## config.mk

```make
export PLATFORM = sky130hd
export DESIGN_NAME = dbus_sram_bridge
export DESIGN_NICKNAME = d
export VERILOG_FILES = /design/src/rtl/dbus_sram_bridge.sv
export SDC_FILE = /design/constraint.sdc
export NUM_CORES = 1
export LEC_CHECK = 0
export CORE_AREA = 2 2 81 83
export CTS_CLUSTER_SIZE = 16
export DETAILED_ROUTE_END_ITERATION = 10
export DIE_AREA = 0 0 83 85
export DONT_BUFFER_PORTS = 1
export PLACE_DENSITY = 0.91
export SLEW_MARGIN = 20
export SYNTH_ARGS = -nofsm -noshare
export SYNTH_HDL_FRONTEND = slang
export SYNTH_SLANG_ARGS = --single-unit
```

## constraint.sdc

```tcl
create_clock -name clk -period 4 [get_ports clk]
set_input_delay 0.6 -clock clk [delete_from_list [all_inputs] [get_ports clk]]
set_output_delay 0.6 -clock clk [all_outputs]
set_load 0.1 [all_outputs]
```

## src/rtl/dbus_sram_bridge.sv

```systemverilog
// Data-side bridge from the MMU's single-cycle physical request to a two-phase
// SRAM-like bus (address handshake, then data handshake), stalling MEM until done.
module dbus_sram_bridge (
  input  logic        clk,
  input  logic        resetn,
  input  logic        dbus_en,
  input  logic [3:0]  dbus_wen,
  input  logic [31:0] dbus_paddr,
  input  logic [31:0] dbus_wdata,
  output logic [31:0] dbus_rdata,
  output logic        dbus_streq,
  input  logic        pipe_stall,
  input  logic        flush,
  output logic        data_req,
  output logic        data_wr,
  output logic [1:0]  data_size,
  output logic [31:0] data_addr,
  output logic [31:0] data_wdata,
  input  logic        data_addr_ok,
  input  logic        data_data_ok,
  input  logic [31:0] data_rdata
);

  typedef enum logic [2:0] {
    S_IDLE,
    S_REQ,
    S_WAIT,
    S_DONE,
    S_DRAIN
  } state_t;

  state_t      state_reg, state_next;
  logic        wr_reg;
  logic [1:0]  size_reg;
  logic [31:0] addr_reg;
  logic [31:0] wdata_reg;
  logic [31:0] rdata_reg;

  logic        capture;
  logic        latch_rdata;
  logic        enc_wr;
  logic [1:0]  enc_size;
  logic [1:0]  enc_lo;

  // The low address bits come from the byte-enable pattern, not from the MMU.
  logic unused_paddr_lo;
  assign unused_paddr_lo = &{1'b0, dbus_paddr[1:0]};

  always_comb begin
    enc_wr   = |dbus_wen;
    enc_size = 2'd2;
    enc_lo   = 2'b00;
    case (dbus_wen)
      4'b0001: begin enc_size = 2'd0; enc_lo = 2'b00; end
      4'b0010: begin enc_size = 2'd0; enc_lo = 2'b01; end
      4'b0100: begin enc_size = 2'd0; enc_lo = 2'b10; end
      4'b1000: begin enc_size = 2'd0; enc_lo = 2'b11; end
      4'b0011: begin enc_size = 2'd1; enc_lo = 2'b00; end
      4'b1100: begin enc_size = 2'd1; enc_lo = 2'b10; end
      // Reads, full words and irregular masks all go out as aligned words.
      default: begin enc_size = 2'd2; enc_lo = 2'b00; end
    endcase
  end

  always_comb begin
    state_next  = state_reg;
    capture     = 1'b0;
    latch_rdata = 1'b0;
    case (state_reg)
      S_IDLE: begin
        if (dbus_en && !flush) begin
          capture    = 1'b1;
          state_next = S_REQ;
        end
      end
      S_REQ: begin
        if (data_addr_ok) begin
          if (flush) begin
            // Accepted but cancelled: its data phase must still be absorbed.
            state_next = data_data_ok ? S_IDLE : S_DRAIN;
          end else if (data_data_ok) begin
            state_next  = S_DONE;
            latch_rdata = !wr_reg;
          end else begin
            state_next = S_WAIT;
          end
        end else if (flush) begin
          state_next = S_IDLE;
        end
      end
      S_WAIT: begin
        if (flush) begin
          state_next = data_data_ok ? S_IDLE : S_DRAIN;
        end else if (data_data_ok) begin
          state_next  = S_DONE;
          latch_rdata = !wr_reg;
        end
      end
      S_DONE: begin
        if (!pipe_stall || flush) begin
          state_next = S_IDLE;
        end
      end
      S_DRAIN: begin
        if (data_data_ok) begin
          state_next = S_IDLE;
        end
      end
      default: state_next = S_IDLE;
    endcase
  end

  always_ff @(posedge clk or negedge resetn) begin
    if (!resetn) begin
      state_reg <= S_IDLE;
      wr_reg    <= 1'b0;
      size_reg  <= 2'd0;
      addr_reg  <= 32'd0;
      wdata_reg <= 32'd0;
      rdata_reg <= 32'd0;
    end else begin
      state_reg <= state_next;
      if (capture) begin
        wr_reg    <= enc_wr;
        size_reg  <= enc_size;
        addr_reg  <= {dbus_paddr[31:2], enc_lo};
        wdata_reg <= dbus_wdata;
      end
      if (latch_rdata) begin
        rdata_reg <= data_rdata;
      end
    end
  end

  assign data_req   = (state_reg == S_REQ);
  assign data_wr    = wr_reg;
  assign data_size  = size_reg;
  assign data_addr  = addr_reg;
  assign data_wdata = wdata_reg;
  assign dbus_rdata = rdata_reg;
  // DONE releases the pipeline; the held dbus_en is not reissued from there.
  assign dbus_streq = dbus_en && !flush && (state_reg != S_DONE);

endmodule

```

==> impl_metrics.yaml <==
clocking:
  htreeDepth: 3
  ctsHoldBuffers: 1
  cts_resized: 0
  clk_pin_slew_ns: 0.09
  cts-root-buf: "clkbuf_8"
  cts_sinks: 102
  postCtsSetupBuffers: 0
  clk_latency_ns: 0.35
  cts_tree: "built"
  numCtsBuffers: 9
  clockBufferDepth: 2
cells_and_area:
  multi_input_area_sq_um: 1360
  nFillCells: 412
  area_growth_pct: 7.61
  nNetsFinal: 365
  seqCellArea_sq_um: 2550
  drive_above_1_share_pct: 45.6
  diodes: 0
floorplanning:
  fp.dieH_um: 85
  dieWidth_um: 83
  dieArea_sq_um: 7060
  core_sq_um: 6200
  rows: 29
  initial_core_util_pct: 64.1
  ios: 208
routing:
  postRouteAntennaNets: 0
  avgRoutedWirePerCell_um: 21.5
  vias: 2092
  vias_per_cell: 6.15
  drt_first_pass_iters: 4
  dr.first_iter.drc_count: 50
  wirelength_um: 7320
  drc: 0
sta:
  fmax_mhz: 442
  slew_violations: 0
  timing.final.crit_period_ns: 2.26
  worst_pin_slew_ns: 1.03
  skew_ns: 0.0117
  maxSlewHeadroom_pct: 31.4
  hold_viol_final: 0
  grt_setup_unrepaired: "false"
  setup_viol: 0
  post-route-period-util_pct: 56.6
  fin_tns_setup_ns: 0
logic_synthesis:
  synth_edf_count: 0
  synth_top_family_by_area: "multiplexers"
  synth_area_sq_um: 3980
  ys_seq_elements: 102
  synth-simple-area-share_pct: 3.77
  synth.most_common_cell: "dfrtp_1"
  synth.largest_area_cell: "dfrtp_1"
  synth_cells: 255
  syn_avg_cell_area_sq_um: 15.6
  synth_fa_ha_area_share_pct: 0
  yosysSeqAreaShare_pct: 64.1
  synthArstFlopShare_pct: 100
  synth_cell_types: 32
  synth_area_leaders: "dfrtp_1 64%, mux2_2 27%, buf_2 0.88%"
  ys.warnings.count: 0
  syn-num-nets: 362
  synth-compound-area-share_pct: 2.55
  synth.area.mux_share_pct: 27.1
  synth_top_area_share_pct: 64.1
  synth_common_cells: "102 x dfrtp_1, 94 x mux2_2, 9 x nor2_1"
  synth_flop_cell: "dfrtp_1"
  synthXorXnorAreaFrac_pct: 0.220
setup_path:
  r2r-end: "data_addr[0]"
  cp_data_required_time_ns: 4.22
  regToRegStartpoint: "state_reg[1]"
  end_kind: "register"
  r2r_cells: 3
  critPathArrivalTime_ns: 2.48
  worstSetupPathType: "reg -> reg"
  reg2reg_slack_ns: 1.74
  start_kind: "register"
  cp_max_fo: 72
grt:
  track_usage_pct: 20.9
  grt_pass1_wl_um: 11300
  grt-ovfl-total: 0
  grt_pass1_vias: 2156
  antenna_found_initial: 0
  grt_start_max_net_pins: 103
hold_path:
  min_path_type: "in -> async"
placed_design:
  gp_congestion: 0.852
  dp_hpwl_um: 5350
  port_buffers: 0
run_status:
  status: "complete, no violations"
run:
  maxCapViolCount: 0
placed cells by master (no fill, tap or decap):
| cell type | synthesis | layout |
|---|---|---|
| dfrtp_1 | 102 | 102 |
| mux2_2 | 94 | 94 |
| clkbuf_8 | 0 | 12 |
| nor2_1 | 9 | 9 |
| nand2_1 | 6 | 6 |
| o21ai_0 | 5 | 5 |
| inv_1 | 2 | 2 |
| nand2b_1 | 2 | 2 |
| o41ai_1 | 2 | 2 |
| clkinv_4 | 0 | 2 |
| buf_4 | 1 | 2 |
| nor3_2 | 0 | 1 |
| a31oi_2 | 0 | 1 |
| nand3_4 | 0 | 1 |
| and3b_1 | 1 | 1 |
| nor2b_1 | 1 | 1 |
| o21ai_2 | 1 | 1 |
| nor4b_4 | 1 | 1 |
| mux2_1 | 1 | 1 |
| mux2i_1 | 1 | 1 |
| and2_0 | 1 | 1 |
| o211ai_1 | 1 | 1 |
| nand3b_1 | 1 | 1 |
| a21oi_1 | 1 | 1 |
| a22oi_1 | 1 | 1 |
| or2_2 | 1 | 1 |
| o221ai_1 | 1 | 1 |
| o32ai_1 | 1 | 1 |
| nor4_1 | 1 | 1 |
| and3_1 | 1 | 1 |
| a31oi_1 | 2 | 1 |
| xnor2_1 | 1 | 1 |
| clkinv_2 | 0 | 1 |
| clkinvlp_4 | 0 | 1 |
| buf_16 | 0 | 1 |
| clkbuf_16 | 0 | 1 |
worst max-delay path by stage:
stage / from / endpoint / depth (start not counted)
detailed placement: flush / data_addr[0] / 3
global placement: flush / data_addr[0] / 3
finish: state_reg[1] / data_addr[0] / 3
floorplan: state_reg[1] / data_req / 2
global route: state_reg[1] / data_addr[0] / 3
CTS: state_reg[1] / data_addr[0] / 3
area by class of cell:
| cell class | count | share of cell area, % |
|---|---|---|
| clock buffer | 12 | 3.86 |
| multi-input combinational | 139 | 31.8 |
| inverter | 2 | 0.175 |
| sequential | 102 | 59.6 |
| tap | 77 | 2.25 |
| clock inverter | 4 | 0.701 |
| timing repair buffer | 4 | 1.58 |
worst max-delay path: stages, from the launching register on:
cell and delay (ns):
dfrtp_1 0.52, nor2_1 0.28, nand3_4 0.69, o41ai_1 0.62
logic make-up after synthesis:
group,Yosys count
flops,102
mux,96
simple gates,27
compound gates,15
buf+inv,14
xor+xnor,1
layer usage:
layer	up-vias	global-route usage [%]	part of all wire, %	routed length (um)
met2	139	34.3	52	3780
li1	909	-	-	-
met3	11	10.4	11	835
met4	0	8.79	1.5	113
met5	-	0	0	0
met1	1033	23.3	35	2590
stage by stage:
step                      worst slack (ns)  instances  utilization, %  hold WS (ns)  area, sq um
after floorplan                      0.804        255               -         0.304         3980
after global placement                1.72        323            65.4         0.307         4060
after detailed placement              1.61        323            65.4         0.306         4060
after CTS                             1.70        340            69.0         0.181         4280
after global routing                  1.56        340            69.0         0.181         4280
final                                 1.74        340            69.0         0.175         4280
Power is left out: the tool's default activity adds up to more than one toggle a clock period on the data nets, which glitch-free logic cannot reach.
